`src/rtl/sc_config_pkg.sv`:
```
// Shared register-map offsets, CTRL bit positions and byte-lane merge helper
// for the scan-converter config register bank.
package sc_config_pkg;

  // Offsets are relative to NUM_STATUS, the first address after the status words.
  localparam int unsigned CTRL_OFS        = 0;
  localparam int unsigned IRQ_STAT_OFS    = 1;
  localparam int unsigned IRQ_MASK_OFS    = 2;
  localparam int unsigned SHADOW_BASE_OFS = 3;

  localparam int unsigned CTRL_COMMIT_BIT    = 0;
  localparam int unsigned CTRL_IMMEDIATE_BIT = 1;

  function automatic logic [31:0] be_merge(input logic [31:0] old_v,
                                           input logic [31:0] new_v,
                                           input logic [3:0]  be);
    logic [31:0] m;
    for (int unsigned i = 0; i < 4; i++) begin
      m[8*i +: 8] = be[i] ? new_v[8*i +: 8] : old_v[8*i +: 8];
    end
    return m;
  endfunction

endpackage

```
`src/rtl/sc_config_shadow.sv`:
```
// Shadow/active config word pairs: byte-lane writes land in shadow, commit_i
// copies every shadow word to active. shadow_o exists only with SC_CONFIG_READBACK_EN.
module sc_config_shadow
  import sc_config_pkg::*;
#(
  parameter int unsigned NUM_CONFIG = 8
) (
  input  logic                      clk_i,
  input  logic                      rst_i,
  input  logic [NUM_CONFIG-1:0]     wr_sel_i,
  input  logic [31:0]               wdata_i,
  input  logic [3:0]                be_i,
  input  logic                      commit_i,
`ifdef SC_CONFIG_READBACK_EN
  output logic [32*NUM_CONFIG-1:0]  shadow_o,
`endif
  output logic [32*NUM_CONFIG-1:0]  active_o
);

  logic [32*NUM_CONFIG-1:0] shadow_q, shadow_d;
  logic [32*NUM_CONFIG-1:0] active_q;

  always_comb begin
    shadow_d = shadow_q;
    for (int unsigned k = 0; k < NUM_CONFIG; k++) begin
      if (wr_sel_i[k]) begin
        shadow_d[32*k +: 32] = be_merge(shadow_q[32*k +: 32], wdata_i, be_i);
      end
    end
  end

  // Active takes the pre-write shadow, so a write colliding with a commit waits.
  always_ff @(posedge clk_i) begin
    if (rst_i) begin
      shadow_q <= '0;
      active_q <= '0;
    end else begin
      shadow_q <= shadow_d;
      if (commit_i) active_q <= shadow_q;
    end
  end

`ifdef SC_CONFIG_READBACK_EN
  assign shadow_o = shadow_q;
`endif
  assign active_o = active_q;

endmodule

```
`src/rtl/sc_config_regbank.sv`:
```
// Avalon-MM config/status register bank with frame-synchronous config commit
// and maskable status-change interrupt. Optional: SC_CONFIG_READBACK_EN.
module sc_config_regbank
  import sc_config_pkg::*;
#(
  parameter int unsigned NUM_STATUS = 2,
  parameter int unsigned NUM_CONFIG = 8,
  parameter int unsigned ADDR_W     = 6
) (
  input  logic                      clk_i,
  input  logic                      rst_i,
  input  logic [ADDR_W-1:0]         avalon_s_address,
  input  logic [31:0]               avalon_s_writedata,
  input  logic [3:0]                avalon_s_byteenable,
  input  logic                      avalon_s_chipselect,
  input  logic                      avalon_s_write,
  input  logic                      avalon_s_read,
  output logic [31:0]               avalon_s_readdata,
  output logic                      avalon_s_readdatavalid,
  output logic                      avalon_s_waitrequest_n,
  input  logic                      vsync_i,
  input  logic [32*NUM_STATUS-1:0]  status_i,
  output logic [32*NUM_CONFIG-1:0]  config_o,
  output logic                      commit_pending_o,
  output logic                      irq_o
);

  localparam int unsigned S = NUM_STATUS;
  localparam logic [ADDR_W:0] A_CTRL  = (ADDR_W+1)'(S + CTRL_OFS);
  localparam logic [ADDR_W:0] A_ISTAT = (ADDR_W+1)'(S + IRQ_STAT_OFS);
  localparam logic [ADDR_W:0] A_IMASK = (ADDR_W+1)'(S + IRQ_MASK_OFS);
  localparam logic [ADDR_W:0] A_SHAD  = (ADDR_W+1)'(S + SHADOW_BASE_OFS);

  logic [ADDR_W:0]         addr_x;
  logic                    wr_en, rd_en, wr_ctrl, wr_istat, wr_imask, commit;
  logic [NUM_CONFIG-1:0]   sh_sel;
  logic [S-1:0]            chg, clr;
  logic [15:0]             w1c16;
  logic [31:0]             rd_mux;

  logic                    pending_q, pending_d, imm_q, irq_q, rvalid_q;
  logic [S-1:0]            irq_stat_q, irq_stat_d;
  logic [31:0]             irq_mask_q, rdata_q;
  logic [32*S-1:0]         status_prev_q;
  logic [32*NUM_CONFIG-1:0] active_w;
`ifdef SC_CONFIG_READBACK_EN
  logic [32*NUM_CONFIG-1:0] shadow_w;
`endif

  assign addr_x   = {1'b0, avalon_s_address};
  assign wr_en    = avalon_s_chipselect & avalon_s_write;
  assign rd_en    = avalon_s_chipselect & avalon_s_read;
  assign wr_ctrl  = wr_en && (addr_x == A_CTRL);
  assign wr_istat = wr_en && (addr_x == A_ISTAT);
  assign wr_imask = wr_en && (addr_x == A_IMASK);
  assign commit   = pending_q & (vsync_i | imm_q);

  // W1C is accepted on lanes 0 and 1 only; a simultaneous new change still sets.
  assign w1c16      = avalon_s_writedata[15:0] &
                      {{8{avalon_s_byteenable[1]}}, {8{avalon_s_byteenable[0]}}};
  assign clr        = wr_istat ? w1c16[S-1:0] : '0;
  assign irq_stat_d = (irq_stat_q & ~clr) | chg;
  assign pending_d  = (pending_q & ~commit) | (wr_ctrl & avalon_s_writedata[CTRL_COMMIT_BIT]);

  always_comb begin
    chg = '0;
    for (int unsigned k = 0; k < S; k++) begin
      chg[k] = status_i[32*k +: 32] != status_prev_q[32*k +: 32];
    end
    sh_sel = '0;
    for (int unsigned k = 0; k < NUM_CONFIG; k++) begin
      sh_sel[k] = wr_en && (addr_x == A_SHAD + (ADDR_W+1)'(k));
    end
  end

  always_comb begin
    rd_mux = '0;
    for (int unsigned k = 0; k < S; k++) begin
      if (addr_x == (ADDR_W+1)'(k)) rd_mux = status_i[32*k +: 32];
    end
    if (addr_x == A_CTRL) begin
      rd_mux[CTRL_COMMIT_BIT]    = pending_q;
      rd_mux[CTRL_IMMEDIATE_BIT] = imm_q;
    end
    if (addr_x == A_ISTAT) rd_mux[S-1:0] = irq_stat_q;
    if (addr_x == A_IMASK) rd_mux = irq_mask_q;
`ifdef SC_CONFIG_READBACK_EN
    for (int unsigned k = 0; k < NUM_CONFIG; k++) begin
      if (addr_x == A_SHAD + (ADDR_W+1)'(k)) rd_mux = shadow_w[32*k +: 32];
    end
`endif
  end

  always_ff @(posedge clk_i) begin
    if (rst_i) begin
      pending_q     <= 1'b0;
      imm_q         <= 1'b0;
      irq_stat_q    <= '0;
      irq_mask_q    <= '0;
      status_prev_q <= '0;
      rdata_q       <= '0;
      rvalid_q      <= 1'b0;
      irq_q         <= 1'b0;
    end else begin
      pending_q     <= pending_d;
      if (wr_ctrl) imm_q <= avalon_s_writedata[CTRL_IMMEDIATE_BIT];
      irq_stat_q    <= irq_stat_d;
      if (wr_imask) irq_mask_q <= be_merge(irq_mask_q, avalon_s_writedata, avalon_s_byteenable);
      status_prev_q <= status_i;
      rvalid_q      <= rd_en;
      if (rd_en) rdata_q <= rd_mux;
      irq_q         <= |(irq_stat_q & irq_mask_q[S-1:0]);
    end
  end

  sc_config_shadow #(
    .NUM_CONFIG (NUM_CONFIG)
  ) u_shadow (
    .clk_i    (clk_i),
    .rst_i    (rst_i),
    .wr_sel_i (sh_sel),
    .wdata_i  (avalon_s_writedata),
    .be_i     (avalon_s_byteenable),
    .commit_i (commit),
`ifdef SC_CONFIG_READBACK_EN
    .shadow_o (shadow_w),
`endif
    .active_o (active_w)
  );

  assign config_o               = active_w;
  assign commit_pending_o       = pending_q;
  assign irq_o                  = irq_q;
  assign avalon_s_readdata      = rdata_q;
  assign avalon_s_readdatavalid = rvalid_q;
  assign avalon_s_waitrequest_n = 1'b1;

endmodule

```
`config.mk`:
```
export PLATFORM = sky130hd
export DESIGN_NAME = sc_config_regbank
export DESIGN_NICKNAME = d
export VERILOG_FILES = /design/src/rtl/sc_config_pkg.sv /design/src/rtl/sc_config_shadow.sv /design/src/rtl/sc_config_regbank.sv
export SDC_FILE = /design/constraint.sdc
export NUM_CORES = 1
export LEC_CHECK = 0
export BUFFER_PORTS_ARGS = -buffer_cell sky130_fd_sc_hd__buf_2
export CAP_MARGIN = 20
export CORE_AREA = 3 3 219 221
export CTS_BUF_LIST = sky130_fd_sc_hd__clkbuf_4 sky130_fd_sc_hd__clkbuf_8
export DETAILED_ROUTE_END_ITERATION = 12
export DIE_AREA = 0 0 222 224
export PLACE_DENSITY = 0.75
export SLEW_MARGIN = 15
export SYNTH_ARGS = -nofsm -noshare
export SYNTH_HDL_FRONTEND = slang
export SYNTH_HIERARCHICAL = 1
export SYNTH_SLANG_ARGS = --single-unit
```
`constraint.sdc`:
```
create_clock -name clk_i -period 1.5 [get_ports clk_i]
set_input_delay 0.15 -clock clk_i [delete_from_list [all_inputs] [get_ports clk_i]]
set_output_delay 0.15 -clock clk_i [all_outputs]
set_load 0.01 [all_outputs]
```
# Yosys cells after proc, flatten, opt, wreduce, memory -nomap -nowiden
# Index checks and enable logic that the tools add are counted.
# W data, S select, Z words.
classes:
  n_eq_ne: 14
  mux: 6
  bitwise: 13
  reduce_logical: 49
op_table:
  columns: ["op", "n"]
  rows:
  - ["$mux W32", 3]
  - ["$reduce_and A2 Y1", 36]
  - ["$ne A32 B32 Y1", 2]
  - ["$eq A6 B4 Y1 const B", 5]
  - ["$eq A6 B3 Y1 const B", 4]
  - ["$eq A6 B2 Y1 const B", 2]
  - ["$logic_and A1 B1 Y1", 11]
  - ["$logic_not A7 Y1", 1]
  - ["$and A2 B2 Y2", 3]
  - ["$eq A6 B1 Y1 const B", 1]
  - ["$mux W2", 3]
  - ["$and A1 B1 Y1", 5]
  - ["$not A2 Y2", 1]
  - ["$or A1 B1 Y1", 2]
  - ["$or A2 B2 Y2", 1]
  - ["$reduce_or A2 Y1", 1]
  - ["$not A1 Y1", 1]
word_totals:
  reg_bits: 646
  inputBits: 112
  output_inout_bits: 292
  elab_cells: 126

# Logic depth before layout (Yosys ltp)
depth:
  depth_word: 6
  ltp_mapped: 7
  depth_no_buf: 5

# Cells and area by module
# The synthesis kept the hierarchy.
by_module_without_submodules:
  columns: ["module", "n_inst", "cells_per_inst", "area_each_um2", "seq_area_each_um2"]
  rows:
  - ["sc_config_shadow", 1, 1732, 18993.2, 10249.8]
  - ["sc_config_regbank", 1, 541, 5496.5, 2682.6]

# Worst setup path before layout
# No wires, ideal clock.
synth_timing:
  kind: "input to register"
  startpoint: "input port avalon_s_address[0]"
  endpoint: "register u_shadow.shadow_q[160]"
  setup_time_ns: 0.132
  arrival_time_ns: 1.417
  required_time_ns: 1.368
  slack_ns: -0.049
  stages: 5
  cell_sequence: "buf_2 nand2b_1 nor4_1 nand2_1 mux2i_1"
synth_between:
  elab_chain_cells: 3
synth_rtl:
  columns: ["element", "line_no", "source"]
  rows:
  - ["from (decl)", "sc_config_regbank.sv:12", "input logic [ADDR_W-1:0] avalon_s_address,"]
  - ["$eq A6 B4 Y1", "sc_config_regbank.sv:72", "sh_sel[k] = wr_en && (addr_x == A_SHAD + (ADDR_W+1)'(k));"]
  - ["$logic_and A1 B1 Y1", "sc_config_regbank.sv:72", null]
  - ["via sh_sel[5]", "sc_config_regbank.sv:36", "logic [NUM_CONFIG-1:0] sh_sel;"]
  - ["$reduce_and A2 Y1 (no source line)", null, null]
  - ["to (signal assigned)", "sc_config_shadow.sv:38", "shadow_q <= shadow_d;"]
  - ["to (decl)", "sc_config_shadow.sv:20", "logic [32*NUM_CONFIG-1:0] shadow_q, shadow_d;"]
# The timed path passes the listed nets, and every way through them passes these cells.
# A chain may end at the register's enable or synchronous reset.

# Final worst setup path
layout_timing:
  startpoint: "register imm_q"
  endpoint: "register u_shadow.active_q[244], in the netlist u_shadow/active_o[244]"
layout_between:
  elab_chain_cells: 2
layout_rtl:
  columns: ["element", "line_no", "source"]
  rows:
  - ["from (decl)", "sc_config_regbank.sv:41", "logic pending_q, pending_d, imm_q, irq_q, rvalid_q;"]
  - ["from (signal assigned)", "sc_config_regbank.sv:106", "if (wr_ctrl) imm_q <= avalon_s_writedata[CTRL_IMMEDIATE_BIT];"]
  - ["$or A1 B1 Y1", "sc_config_regbank.sv:56", "assign commit = pending_q & (vsync_i | imm_q);"]
  - ["$and A1 B1 Y1", "sc_config_regbank.sv:56", null]
  - ["via commit", "sc_config_regbank.sv:35", "logic wr_en, rd_en, wr_ctrl, wr_istat, wr_imask, commit;"]
  - ["to (signal assigned)", "sc_config_shadow.sv:39", "if (commit_i) active_q <= shadow_q;"]
  - ["to (decl)", "sc_config_shadow.sv:21", "logic [32*NUM_CONFIG-1:0] active_q;"]
# The timed path passes the listed nets, and every way through them passes these cells.

==> impl_summary.txt <==
----------------------------------------------------
[Power and ir drop]
  Cell leakage power ... 14.5 nW
  Final Power ... 35.3 mW
  Worst vdd rail ir drop ... 0.732 mV
  Pwr per Cell Area ... 1100 mW/mm²

[STA]
  Top achievable clock speed ... 0.660 GHz
  Setup slack after layout ... -0.0149 ns
  Pin slew with the least headroom to its limit ... 0.705 ns
  Final clock period utilization by the worst path ... 1.01
  Post-route setup TNS ... -0.0193 ns
  Worst slew margin ... 0.524
  Unrepaired setup endpoints after global routing ... yes
  Max-slew violation total from the final report ... 0
  Number of endpoints failing setup at the final stage ... 2
  Number of failing hold endpoints at the final stage ... 0
  Worst Hold Slack ... 0.0738 ns
  Minimum period implied by the final worst setup slack ... 1.51 ns
  Fin Clk Skew ... 0.0291 ns

[Global route]
  GRT Total Usage ... 0.300
  Number of global-route vias before repair ... 19185
  First-pass GRT wire length ... 115 mm
  Overflow left after global routing ... 0
  Antenna violations before repair ... 4
  Maximum number of pins on one net before global-route repair ... 82

[Logic synthesis]
  EDFF count, synth ... 0
  Post-synthesis sequential area ratio ... 0.528
  Post-synth design cell area ... 0.0245 mm²
  Share of synthesized area spent on multiplexers ... 0.224
  Warning count from the yosys run ... 6
  Most frequently used flop master after synthesis ... sky130_fd_sc_hd__dfxtp_1
  Cell count after synthesis ... 2273
  Post-Syn Nets ... 2385
  Avg Synthesized Cell Area ... 10.8 µm²
  Parity-gate share of the synthesized area counting xor and xnor cells ... 0.0229
  Ys async rst share ... 0
  Complex-gate fraction of the synthesized area ... 0.0249
  Adder and majority cell fraction of the synthesized area ... 0
  Count of state elements after synthesis ... 646
  Basic-gate share of the synthesized area counting and, or, nand and nor cells ... 0.163
  Combinational family with the most area after synthesis ... multiplexers
  Number of distinct library cells after synthesis ... 38

[Cells and area]
  Net count, final ... 3025
  Number of cells in the finished layout apart from fillers ... 3594
  Layout overhead on the synthesized area ... 31.0%
  Cell area after layout ... 0.0321 mm²
  Final Core Density ... 0.692
  Fraction of layout instances using a drive strength above 1 ... 0.261

[Worst setup path]
  Kind of critical path ... reg -> reg
  Worst setup SP type ... register
  CP required ... 2.04 ns
  Nature of the critical path endpoint ... register
  Endpoint arrival time on the critical path ... 2.05 ns
  Maximum fanout along the worst path ... 7

[Placed design]
  Buffers on Ports ... 402
  HPWL after detailed placement ... 52.6 mm
  Instance count after placement with tap cells included ... 3276
  Dpl ws ... -0.468 ns
  Post-Place Cell Area ... 0.0283 mm²
  Routability congestion estimate from global placement ... 0.882

[Flow run]
  Max Cap Violations ... 0

[Routing]
  Average via count per standard cell ... 5.32
  Number of violations reported at the end of detailed-routing iteration 0 ... 1519
  Total Routed Length ... 78.2 mm
  DRC Markers ... 0
  Detailed Routing Iterations Pass 1 ... 6
  Average routed wire per standard cell ... 21.8 µm
  Number of nets with antenna violations after detailed routing ... 0
  Total via count in the routed design ... 19131

[Floorplan]
  Number of cell rows ... 79
  Die Wd ... 222 µm
  Number of placed I/O pins ... 404
  Overall die height ... 224 µm
  Core Footprint ... 0.0464 mm²
  Effective utilization at floorplan ... 0.528
  Die Footprint ... 0.0497 mm²

[Clocking]
  Sinks on Clock Net ... 646
  Clock slew at reported path FFs ... 0.07 ns
  Clock tree from TritonCTS ... done
  Number of buffers on the longest clock path ... 3
  H-Tree Level Count ... 3
  Library cell used as clock root buffer ... sky130_fd_sc_hd__clkbuf_8
  Number of buffers created by CTS ... 101
  Insertion delay of the later-clocked pin in the worst-skew pair ... 0.67 ns

[Hold path]
  Worst Hold Class ... in -> reg

[Outcome]
  Outcome ... complete, but fails checks
  Failing checks ... negative setup slack

----------------------------------------------------
cell type report:
type	count	area (µm²)
Clock buffer	164	2040
Fill cell	3379	14300
Multi-Input combinational cell	1459	10700
Tap cell	607	759
Timing Repair Buffer	702	5460
Clock inverter	11	143
Inverter	3	11.3
Antenna cell	2	5.00
Sequential cell	646	12900
repair_timing:
item,4_1_cts,5_1_grt
hold endpoints to repair,339,0
pin swaps,0,3
resized for setup,2,23
setup buffers,4,9
endpoints found under the setup margin,42,96
cloned,0,5
hold buffers,124,0
state kept, by name, indices dropped and copies added, names as in the netlist:
signal,count
irq_mask_q,32
commit_pending_o,1
u_shadow/shadow_q,256
irq_stat_q,2
status_prev_q,64
avalon_s_readdata,32
imm_q,1
irq_o,1
avalon_s_readdatavalid,1
u_shadow/active_o,256
cell usage in the layout, fill, tap and decap left out, types with 34 or more instances in the layout:
master                            n
sky130_fd_sc_hd__buf_2          401
sky130_fd_sc_hd__clkbuf_4        34
sky130_fd_sc_hd__buf_12          51
sky130_fd_sc_hd__dlygate4sd3_1  124
sky130_fd_sc_hd__buf_4          111
sky130_fd_sc_hd__nand2b_1       290
sky130_fd_sc_hd__dfxtp_1        645
sky130_fd_sc_hd__nor2_1         329
sky130_fd_sc_hd__xnor2_1         63
sky130_fd_sc_hd__clkbuf_8       130
sky130_fd_sc_hd__nor2b_1         67
sky130_fd_sc_hd__mux2i_1        539
per-layer routing:
| layer | share of wire | GRT usage |
|---|---|---|
| met1 | 0.43 | 0.387 |
| met5 | 0.00017 | 0 |
| met3 | 0.070 | 0.0633 |
| met4 | 0.041 | 0.136 |
| met2 | 0.46 | 0.488 |
path summary, 6_finish.rpt:
check	startpoint	end	slack, ns	depth (start not counted)
setup / recovery	imm_q	u_shadow/active_o[244]	-0.01	7
hold / removal	avalon_s_byteenable[0]	u_shadow/shadow_q[195]	0.07	4
setup reg to reg	imm_q	u_shadow/active_o[244]	-0.01	7
hold reg to reg	u_shadow/shadow_q[45]	u_shadow/shadow_q[45]	0.47	2
synthesized netlist by cell type, drive strengths merged, types with 3 or more instances:
| library cell | instances | area (µm²) |
|---|---|---|
| a211oi | 30 | 225 |
| a222oi | 30 | 300 |
| a22oi | 3 | 22.5 |
| a31oi | 3 | 18.8 |
| and2 | 9 | 56.3 |
| and3 | 8 | 50.1 |
| buf | 99 | 647 |
| clkbuf | 66 | 265 |
| dfxtp | 646 | 12900 |
| inv | 3 | 11.3 |
| mux2i | 547 | 5480 |
| nand2 | 33 | 124 |
| nand2b | 290 | 1810 |
| nand3 | 7 | 55.1 |
| nand4 | 16 | 100 |
| nor2 | 330 | 1240 |
| nor2b | 68 | 425 |
| nor3 | 3 | 26.3 |
| nor4 | 6 | 52.6 |
| o21ai | 4 | 20.0 |
| xnor2 | 64 | 561 |
cells by family (layout without fill, tap and decap cells):
| family | count (synthesis) | in the layout |
|---|---|---|
| simple gates | 774 | 774 |
| flops | 646 | 646 |
| mux | 547 | 547 |
| buf+inv | 168 | 880 |
| compound gates | 73 | 73 |
| xor+xnor | 64 | 64 |
| other cells | 1 | 3 |
power breakdown:
part | switching [mW] | total (mW) | internal (mW)
sequential | 0.0868 | 17.4 | 17.3
clock | 6.74 | 15.8 | 9.08
combinational | 1.15 | 2.08 | 0.927
total | 7.98 | 35.3 | 27.3
worst max-delay path, stage by stage, from the launching register on:
cell and delay, ns:
sky130_fd_sc_hd__dfxtp_4 0.36, sky130_fd_sc_hd__nor2_4 0.04, sky130_fd_sc_hd__nor2b_4 0.22, sky130_fd_sc_hd__buf_12 0.14, sky130_fd_sc_hd__clkbuf_16 0.18, sky130_fd_sc_hd__buf_4 0.16, sky130_fd_sc_hd__mux2i_1 0.24, sky130_fd_sc_hd__nor2_1 0.07
(Power assumes the default switching activity.)
